===== config.mk =====
export PLATFORM = sky130hd
export DESIGN_NAME = ps2_key_event_ctrl
export DESIGN_NICKNAME = d
export VERILOG_FILES = /design/src/rtl/ps2_pkg.sv /design/src/rtl/ps2_event_fifo.sv /design/src/rtl/ps2_key_event_ctrl.sv
export SDC_FILE = /design/constraint.sdc
export NUM_CORES = 1
export LEC_CHECK = 0
export ABC_AREA = 1
export BUFFER_PORTS_ARGS = -buffer_cell sky130_fd_sc_hd__buf_2
export CAP_MARGIN = 10
export CELL_PAD_IN_SITES_DETAIL_PLACEMENT = 1
export CELL_PAD_IN_SITES_GLOBAL_PLACEMENT = 1
export CORE_UTILIZATION = 44
export DETAILED_ROUTE_END_ITERATION = 8
export PLACE_DENSITY = 0.75
export SYNTH_ARGS = -nofsm -noshare
export SYNTH_HDL_FRONTEND = slang
export SYNTH_SLANG_ARGS = --single-unit

===== constraint.sdc =====
create_clock -name clk -period 2 [get_ports clk]
set_input_delay 0.4 -clock clk [delete_from_list [all_inputs] [get_ports clk]]
set_output_delay 0.4 -clock clk [all_outputs]
set_load 0.03 [all_outputs]

===== src/rtl/ps2_pkg.sv =====
// Shared types and constants for the PS/2 key event controller.
package ps2_pkg;

  typedef enum logic [2:0] {
    StIdle,
    StExt,
    StBrk,
    StExtBrk,
    StPause
  } dec_state_e;

  localparam logic [7:0] PS2_EXT   = 8'hE0;
  localparam logic [7:0] PS2_BRK   = 8'hF0;
  localparam logic [7:0] PS2_PAUSE = 8'hE1;

  // Keyboard-to-host status bytes that never form part of a key event.
  localparam logic [7:0] PS2_IGN_ERR0   = 8'h00;
  localparam logic [7:0] PS2_IGN_BAT    = 8'hAA;
  localparam logic [7:0] PS2_IGN_ECHO   = 8'hEE;
  localparam logic [7:0] PS2_IGN_ACK    = 8'hFA;
  localparam logic [7:0] PS2_IGN_BATF0  = 8'hFC;
  localparam logic [7:0] PS2_IGN_BATF1  = 8'hFD;
  localparam logic [7:0] PS2_IGN_RESEND = 8'hFE;
  localparam logic [7:0] PS2_IGN_ERR1   = 8'hFF;

  localparam logic [2:0] PauseSkip = 3'd7;

  typedef struct packed {
    logic [7:0] code;
    logic       ext;
    logic       rel;
  } ps2_event_t;

  function automatic logic is_ignored(input logic [7:0] b);
    return (b == PS2_IGN_ERR0)  || (b == PS2_IGN_BAT)   || (b == PS2_IGN_ECHO)   ||
           (b == PS2_IGN_ACK)   || (b == PS2_IGN_BATF0) || (b == PS2_IGN_BATF1)  ||
           (b == PS2_IGN_RESEND)|| (b == PS2_IGN_ERR1);
  endfunction

endpackage


===== src/rtl/ps2_event_fifo.sv =====
// Key event FIFO; a push into a full FIFO succeeds only if a pop frees a slot that cycle.
module ps2_event_fifo
  import ps2_pkg::*;
#(
  parameter int unsigned FIFO_DEPTH = 8
) (
  input  logic       clk,
  input  logic       rst,
  input  logic       push,
  input  ps2_event_t push_data,
  input  logic       pop,
  output ps2_event_t head,
  output logic       empty,
  output logic       dropped
);

  localparam int unsigned PtrW = $clog2(FIFO_DEPTH);
  localparam int unsigned CntW = $clog2(FIFO_DEPTH) + 1;

  ps2_event_t mem [FIFO_DEPTH];

  logic [PtrW-1:0] wr_ptr_q, wr_ptr_d;
  logic [PtrW-1:0] rd_ptr_q, rd_ptr_d;
  logic [CntW-1:0] count_q, count_d;
  logic            full;
  logic            pop_ok;
  logic            push_ok;

  assign empty   = (count_q == '0);
  assign full    = (count_q == CntW'(FIFO_DEPTH));
  assign pop_ok  = pop & ~empty;
  assign push_ok = push & (~full | pop_ok);
  assign dropped = push & full & ~pop_ok;
  assign head    = mem[rd_ptr_q];

  // Depth is a power of two, so pointer increments wrap on their own.
  always_comb begin
    wr_ptr_d = wr_ptr_q;
    rd_ptr_d = rd_ptr_q;
    count_d  = count_q;
    if (push_ok) wr_ptr_d = wr_ptr_q + PtrW'(1);
    if (pop_ok)  rd_ptr_d = rd_ptr_q + PtrW'(1);
    unique case ({push_ok, pop_ok})
      2'b10:   count_d = count_q + CntW'(1);
      2'b01:   count_d = count_q - CntW'(1);
      default: count_d = count_q;
    endcase
  end

  always_ff @(posedge clk or negedge rst) begin
    if (!rst) begin
      wr_ptr_q <= '0;
      rd_ptr_q <= '0;
      count_q  <= '0;
    end else begin
      wr_ptr_q <= wr_ptr_d;
      rd_ptr_q <= rd_ptr_d;
      count_q  <= count_d;
    end
  end

  always_ff @(posedge clk) begin
    if (push_ok) mem[wr_ptr_q] <= push_data;
  end

endmodule


===== src/rtl/ps2_key_event_ctrl.sv =====
// PS/2 scan-code decoder feeding a key event FIFO with a sticky overflow flag.
// Optional PS2_TYPEMATIC_FILTER_EN drops auto-repeat makes of the currently held key.
module ps2_key_event_ctrl
  import ps2_pkg::*;
#(
  parameter int unsigned FIFO_DEPTH = 8
) (
  input  logic       clk,
  input  logic       rst,
  input  logic [7:0] scanCode,
  input  logic       scanCodeReady,
  input  logic       eventRead,
  input  logic       clearOverflow,
  output logic       eventValid,
  output logic [7:0] eventCode,
  output logic       eventExtended,
  output logic       eventRelease,
  output logic       overflow
);

  dec_state_e state_q, state_d;
  logic [2:0] skip_q, skip_d;
  logic       dec_push;
  ps2_event_t dec_evt;
  logic       fifo_push;
  ps2_event_t head;
  logic       fifo_empty;
  logic       fifo_dropped;
  logic       overflow_q, overflow_d;

  always_comb begin
    state_d  = state_q;
    skip_d   = skip_q;
    dec_push = 1'b0;
    dec_evt  = '{code: scanCode, ext: 1'b0, rel: 1'b0};
    if (scanCodeReady) begin
      unique case (state_q)
        StIdle: begin
          if (scanCode == PS2_EXT) begin
            state_d = StExt;
          end else if (scanCode == PS2_BRK) begin
            state_d = StBrk;
          end else if (scanCode == PS2_PAUSE) begin
            state_d = StPause;
            skip_d  = PauseSkip;
          end else if (!is_ignored(scanCode)) begin
            dec_push = 1'b1;
          end
        end
        StExt: begin
          if (scanCode == PS2_BRK) begin
            state_d = StExtBrk;
          end else if (scanCode != PS2_EXT) begin
            dec_push    = 1'b1;
            dec_evt.ext = 1'b1;
            state_d     = StIdle;
          end
        end
        StBrk: begin
          state_d     = StIdle;
          dec_push    = (scanCode != PS2_EXT) && (scanCode != PS2_BRK);
          dec_evt.rel = 1'b1;
        end
        StExtBrk: begin
          state_d     = StIdle;
          dec_push    = (scanCode != PS2_EXT) && (scanCode != PS2_BRK);
          dec_evt.ext = 1'b1;
          dec_evt.rel = 1'b1;
        end
        StPause: begin
          // The last of the seven trailing bytes emits the single Pause event.
          skip_d = skip_q - 3'd1;
          if (skip_q <= 3'd1) begin
            skip_d   = 3'd0;
            state_d  = StIdle;
            dec_push = 1'b1;
            dec_evt  = '{code: PS2_PAUSE, ext: 1'b1, rel: 1'b0};
          end
        end
        default: state_d = StIdle;
      endcase
    end
  end

  always_ff @(posedge clk or negedge rst) begin
    if (!rst) begin
      state_q    <= StIdle;
      skip_q     <= 3'd0;
      overflow_q <= 1'b0;
    end else begin
      state_q    <= state_d;
      skip_q     <= skip_d;
      overflow_q <= overflow_d;
    end
  end

`ifdef PS2_TYPEMATIC_FILTER_EN
  logic       held_valid_q, held_valid_d;
  logic [8:0] held_key_q, held_key_d;
  logic       key_match;
  logic       repeat_hit;

  assign key_match  = held_valid_q && (held_key_q == {dec_evt.code, dec_evt.ext});
  assign repeat_hit = dec_push && !dec_evt.rel && key_match;
  assign fifo_push  = dec_push && !repeat_hit;

  always_comb begin
    held_valid_d = held_valid_q;
    held_key_d   = held_key_q;
    if (dec_push) begin
      if (!dec_evt.rel) begin
        if (!key_match) begin
          held_valid_d = 1'b1;
          held_key_d   = {dec_evt.code, dec_evt.ext};
        end
      end else if (key_match) begin
        held_valid_d = 1'b0;
      end
    end
  end

  always_ff @(posedge clk or negedge rst) begin
    if (!rst) begin
      held_valid_q <= 1'b0;
      held_key_q   <= 9'd0;
    end else begin
      held_valid_q <= held_valid_d;
      held_key_q   <= held_key_d;
    end
  end
`else
  assign fifo_push = dec_push;
`endif

  ps2_event_fifo #(
    .FIFO_DEPTH(FIFO_DEPTH)
  ) u_fifo (
    .clk      (clk),
    .rst      (rst),
    .push     (fifo_push),
    .push_data(dec_evt),
    .pop      (eventRead),
    .head     (head),
    .empty    (fifo_empty),
    .dropped  (fifo_dropped)
  );

  // A drop in the same cycle as a clear wins, so no lost event goes unreported.
  assign overflow_d = (overflow_q & ~clearOverflow) | fifo_dropped;

  assign eventValid    = ~fifo_empty;
  assign eventCode     = fifo_empty ? 8'h00 : head.code;
  assign eventExtended = fifo_empty ? 1'b0  : head.ext;
  assign eventRelease  = fifo_empty ? 1'b0  : head.rel;
  assign overflow      = overflow_q;

endmodule

# Word-level counts from Yosys, hierarchy flattened
# Memories as Yosys holds them, arrays and structs flattened.
# Cells that the tools add are included.
dict set report classes {
  n_addsub 5
  mul 0
  div_mod_pow 0
  magnitude_cmp 1
  n_eq_ne 25
  shifts 0
  muxes 32
  bitwise 11
  n_reduce_logical 16
}
# operator n
set op_table {}
lappend op_table {{$eq 8x8->1 const B} 10}
lappend op_table {{$mux 3} 10}
lappend op_table {{$mux 10} 2}
lappend op_table {{$mux 8} 2}
lappend op_table {{$ne 8x8->1 const B} 2}
lappend op_table {{$mux 1} 12}
lappend op_table {{$pmux 3 s3} 1}
lappend op_table {{$logic_not 8->1} 1}
lappend op_table {{$ne 2x2->1 const B} 4}
lappend op_table {{$pmux 4 s2} 1}
lappend op_table {{$logic_or 1x1->1} 7}
lappend op_table {{$add 3x1->3 const B} 2}
lappend op_table {{$eq 3x2->1 const B} 2}
lappend op_table {{$pmux 3 s2} 1}
lappend op_table {{$and 1x1->1} 5}
lappend op_table {{$reduce_and 5->1} 1}
lappend op_table {{$add 4x1->4 const B} 1}
lappend op_table {{$eq 4x4->1 const B} 1}
lappend op_table {{$logic_not 4->1} 1}
lappend op_table {{$ne 4x4->1 const B} 1}
lappend op_table {{$not 1->1} 4}
lappend op_table {{$pmux 1 s4} 1}
lappend op_table {{$reduce_and 4->1} 1}
lappend op_table {{$reduce_bool 2->1} 2}
lappend op_table {{other kinds (14)} 15}
dict set report totals {
  regBits 17
  latchBits 0
  mem_bits_rw 80
  mem_bits_ro 0
  input_bits 13
  output_inout_bits 12
  word_cells 97
  mem_count 1
}
# name depth width read_ports rd_clocked_by_memory_dff write_ports line_no
set memory_table {}
lappend memory_table {u_fifo.mem 8 10 1 0 1 ps2_event_fifo.sv:20} ;# ps2_event_t mem [FIFO_DEPTH];

# Logic depth before layout (Yosys ltp)
dict set report depth {
  depth_word 17
  depth_mapped 20
}

# Hierarchy
# From an unflattened synthesis, not the netlist that was laid out.
dict set report unflattened {
  hier_cells 468
  area_unflattened_um2 4570.6
}
# module n_inst cells_per_inst area_each_um2
set modules_own_cells {}
lappend modules_own_cells {ps2_event_fifo 1 320 3752.3}
lappend modules_own_cells {ps2_key_event_ctrl 1 148 818.3}

# Worst setup path after synthesis
# No wires, ideal clock.
dict set report synth_path {
  path_type {reg2reg}
  start {reg skip_q[1]}
  end {reg u_fifo.count_q[3]}
  arrival_ns 2.088
  required_time_ns 1.883
  slack_ns -0.205
  stages_incl_launch_ff 21
  path_buffers 0
  cell_sequence {dfrtp_1 > inv_1 > ha_1 > nand2_1 > nand2_1 > nand2_1 > nand2_2 > nor2_4 > nand2_4 > nand2_4 > nand2_4 > inv_1 > ha_1 > nand2_1 > nand2_1 > a31oi_1 > inv_1 > nand3_1 > nand3_1 > nand2_1 > nand2_1}
}
dict set report synth_via {
  elab_chain_cells 7
}
# element line_no
set synth_lines {}
lappend synth_lines {{start: declaration} ps2_key_event_ctrl.sv:22} ;# logic [2:0] skip_q, skip_d;
lappend synth_lines {{start signal: assignment} ps2_key_event_ctrl.sv:92} ;# skip_q <= skip_d;
lappend synth_lines {{$le 3x1->1 *} ps2_key_event_ctrl.sv:73} ;# if (skip_q <= 3'd1) begin
lappend synth_lines {{$mux 1 *} ps2_key_event_ctrl.sv:73}
lappend synth_lines {{$pmux 1 s4 *} ps2_key_event_ctrl.sv:37} ;# unique case (state_q)
lappend synth_lines {{$mux 1 *} ps2_key_event_ctrl.sv:36} ;# if (scanCodeReady) begin
lappend synth_lines {{$and 1x1->1 *} ps2_event_fifo.sv:32} ;# assign push_ok = push & (~full | pop_ok);
lappend synth_lines {{$eq 2x1->1 or $eq 2x2->1 (tied branches)} ps2_event_fifo.sv:43} ;# unique case ({push_ok, pop_ok})
lappend synth_lines {{$pmux 4 s2 or $reduce_bool 2->1 (tied branches)} --}
lappend synth_lines {{end signal: assignment} ps2_event_fifo.sv:58} ;# count_q <= count_d;
lappend synth_lines {{end: declaration} ps2_event_fifo.sv:24} ;# logic [CntW-1:0] count_q, count_d;
# Every way passes the cells marked *; elsewhere a longest branch is shown, timed or not.
# A chain may end at the register's enable or synchronous reset.

# Worst setup path in the final report
dict set report layout_path {
  start {reg state_q[1]}
  end {reg u_fifo.count_q[3]}
}
dict set report layout_via {
  elab_chain_cells 7
}
# element line_no
set layout_lines {}
lappend layout_lines {{start: declaration} ps2_key_event_ctrl.sv:21} ;# dec_state_e state_q, state_d;
lappend layout_lines {{start signal: assignment} ps2_key_event_ctrl.sv:87} ;# state_q <= StIdle;
lappend layout_lines {{start signal: assignment} ps2_key_event_ctrl.sv:91} ;# state_q <= state_d;
lappend layout_lines {{$eq 3x2->1} ps2_key_event_ctrl.sv:37}
lappend layout_lines {{$reduce_or 2->1 (no line)} --}
lappend layout_lines {{$pmux 1 s4 *} ps2_key_event_ctrl.sv:37}
lappend layout_lines {{$mux 1 *} ps2_key_event_ctrl.sv:36}
lappend layout_lines {{$and 1x1->1 *} ps2_event_fifo.sv:32}
lappend layout_lines {{$eq 2x1->1 or $eq 2x2->1 (tied branches)} ps2_event_fifo.sv:43}
lappend layout_lines {{$pmux 4 s2 or $reduce_bool 2->1 (tied branches)} --}
# Marked as above.

==> impl_metrics.yaml <==
logic_synthesis:
  netlist.area_leader.share_pct: 54.3
  synth-seq-cells: 97
  synth.largest_area_cell: "edfxtp_1"
  ys_seq_area_share_pct: 64.0
  syn_inst: 418
  syn_area_per_cell_um2: 10.6
  synth-warning-count: 0
  yosys-top-cells-area: "edfxtp_1 (54%), dfrtp_1 (9.6%), nor2_1 (6.8%), o21ai_0 (5.9%), nand2_1 (4.0%)"
  synth_cell_types: 28
  netlist_area_um2: 4420
  synth.net_count: 438
sta:
  finClkSkew_ps: 7.94
  finalSetupViolations: 94
  fin_ws_ps: -433
  relSlewSlack_pct: 57.1
  max_freq_mhz: 411
  rsz0062_at_grt: "yes"
  hold_violations: 0
  fin_tns_setup_ps: -20380
  final-max-slew-violation-count: 0
  fin_crit_ps: 2430
  period_share_pct: 122
  worst_pin_slew_ps: 641
pwr:
  p_int_mw: 5.75
  peakVddDrop_mv: 0.634
  p_seq_share_pct: 27.7
  leakage_nw: 2.48
  clkPwrFrac_pct: 12.8
  p_sw_mw: 4.28
  comb_power_share_pct: 59.5
  p_sw_share_pct: 42.7
  powerDensity_nw_per_um2: 1590
  p_total_mw: 10.0
setup_path:
  reg2reg_setup_slack_ps: -430
  crit_slowest_cell: "dfrtp_1"
  cpMostUsedCell: "nand2_4"
  crit_start: "state_q[1]"
  r2r_start: "state_q[1]"
  crit_type: "reg2reg"
  cp-end-kind: "register"
  start_kind: "register"
  critPathMaxStageDelay_ps: 410
  crit_chain: "nor2_2 > inv_2 > nor2_4 > nand2_4 > nor2_4 > nand2_2 > nand2_4 > nand2_4 > nand2_4 > inv_4 > ha_4 > nand2_2 > nand2_2 > a31oi_4 > inv_2 > nand3_2 > nand3_2 > nand2_1 > nand2_1"
  crit_required_ps: 2260
  crit_fanout: 3
  crit_path_end: "u_fifo.count_q[3]"
  r2r-end: "u_fifo.count_q[3]"
  reg2reg_depth: 19
  arrival_ps: 2690
layout:
  fillers: 1030
  layout.nets: 556
  layout-area-overhead-vs-synth_pct: 42.8
  diodes: 0
  drive_gt1_share_pct: 45.7
run_status:
  status: "finished, violations left"
  failed_checks: "negative setup slack"
routing:
  vias: 3745
  route.detailed.drc: 0
  wirelength_um: 15000
  drt_first_pass_iters: 5
  wire_per_inst_um: 22.3
  final_antenna_net_count: 0
  first_iter_violations: 189
  vias_per_cell: 5.56
floorplanning:
  coreArea_um2: 9770
  io-pin-count: 25
  die_x_um: 102
  initial_core_util_pct: 45.2
  die_area_um2: 10500
  rows: 36
  die_h_um: 102
hold_path:
  holdCritPathClass: "in2reg"
clocking:
  h-tree-depth: 3
  cts_tree: "yes"
  numClockSinks: 97
  cts_buffers: 9
  clk_latency_ps: 370
  cts.clk_slew.worst_paths_ps: 90
  root_buffer: "clkbuf_8"
  clk_path_buf_depth: 2
grt:
  grt-ovfl-total: 0
  grt_pass1_vias: 3861
  grt_start_max_net_pins: 22
  grt_usage_pct: 27.5
  grt_pass1_wl_um: 20600
  antenna_found_initial: 0
flow_run:
  max-cap-violations: 0
place:
  pre_cts_ws_ps: -439
  port_buffers: 24
  gp_congestion: 0.836
  dp_hpwl_um: 8380
-- power by group through the flow --
stage | registers [mW] | logic [mW] | clock network (mW)
2_1_floorplan | 2.71 | 2.41 | 0
3_3_place_gp | 2.71 | 3.77 | 0
3_5_place_dp | 2.73 | 3.97 | 0
4_1_cts | 2.73 | 5.17 | 1.27
5_1_grt | 2.80 | 6.25 | 1.37
6_report | 2.78 | 5.97 | 1.28
-- Yosys cell counts, drive strengths merged --
| library cell | count |
|---|---|
| ha | 6 |
| clkbuf | 13 |
| o22ai | 11 |
| or2 | 1 |
| a31oi | 13 |
| nor2 | 94 |
| buf | 3 |
| xnor2 | 2 |
| edfxtp | 80 |
| o21ai | 58 |
| fa | 1 |
| nand3 | 10 |
| xor2 | 4 |
| nand4 | 6 |
| nor4 | 1 |
| a21oi | 7 |
| inv | 34 |
| nand2 | 56 |
| dfrtp | 17 |
| o211ai | 1 |
-- stage by stage --
stage | util (%) | area [um^2] | hold slack, ps | cells
2_1_floorplan | - | 4530 | 104 | 418
3_3_place_gp | 54.6 | 5330 | 350 | 628
3_5_place_dp | 54.6 | 5330 | 351 | 628
4_1_cts | 61.8 | 6040 | 207 | 664
5_1_grt | 64.6 | 6310 | 206 | 674
6_report | 64.6 | 6310 | 212 | 674
-- placed cells by master (no fill, tap or decap), types with 4 or more instances in the layout --
cell,instances
edfxtp_1,80
buf_4,61
nor2_1,60
nand2_1,40
buf_6,34
o21ai_1,23
inv_1,21
o21ai_2,21
nor2_2,18
nor2_4,16
dfrtp_1,16
buf_2,14
nand2_2,11
inv_2,10
o21ai_0,10
buf_12,10
a31oi_2,9
clkbuf_8,9
o22ai_1,8
nand3_1,6
a21oi_1,6
nand4_1,6
nand2_4,5
nand3_2,4
o21ai_4,4
xor2_1,4
ha_1,4
-- timing repair --
action	in CTS	in global routing
hold endpoints to repair	17	0
hold buffers	1	0
pin swaps	13	42
cloned	3	1
setup endpoints to repair	93	95
setup buffers	16	11
resized for setup	107	69
-- metal layers --
metal	part of all wire [%]	wire length [um]	GRT usage, %	up-vias
li1	-	-	-	1682
met2	53	7940	49.2	116
met5	0	0	0	-
met3	5.0	743	4.31	28
met1	40	5970	33.9	1919
met4	2.4	357	8.79	0
-- final cells by class --
cell class | count | area, um^2 | area share [%]
flip-flops and latches | 97 | 2830 | 44.8
clock buffers | 11 | 131 | 2.08
repair buffers | 123 | 1200 | 19.0
clock inverters | 5 | 56.3 | 0.892
inverters | 34 | 138 | 2.18
multi-input cells | 271 | 1790 | 28.4
well taps | 133 | 166 | 2.64
-- worst min path at each step --
stage | from | end | cells past startpoint
5_1_grt | clearOverflow | overflow | 2
3_3_place_gp | rst | skip_q[1] | 1
3_5_place_dp | rst | skip_q[1] | 1
4_1_cts | clearOverflow | overflow | 2
6_report | clearOverflow | overflow | 2
2_1_floorplan | rst | overflow | 0
-- critical path: cells and delay by family (launching register included) --
family	cells	cell delay, ps
buffers and inverters	3	180
AOI/OAI and AO/OA	1	170
and+or+nand+nor	14	1340
DFF	1	410
adders and majority gates	1	230
-- logic make-up (layout without fill, tap and decap cells) --
logic type / Yosys count / in the layout / synth area share, %
and+or+nand+nor: 168 / 168 / 17.5
DFF: 97 / 97 / 64.0
AOI/OAI and AO/OA: 90 / 90 / 10.9
buffers and inverters: 50 / 173 / 4.27
adders and majority gates: 7 / 7 / 2.15
xor gates and xnor gates: 6 / 6 / 1.19
-- flip-flops by register name, indices dropped and copies added (netlist names) --
signal	count
overflow	1
skip_q	3
state_q	3
u_fifo.count_q	4
u_fifo.mem	80
u_fifo.rd_ptr_q	3
u_fifo.wr_ptr_q	3
Note: power is estimated with default switching activity, not from simulation.
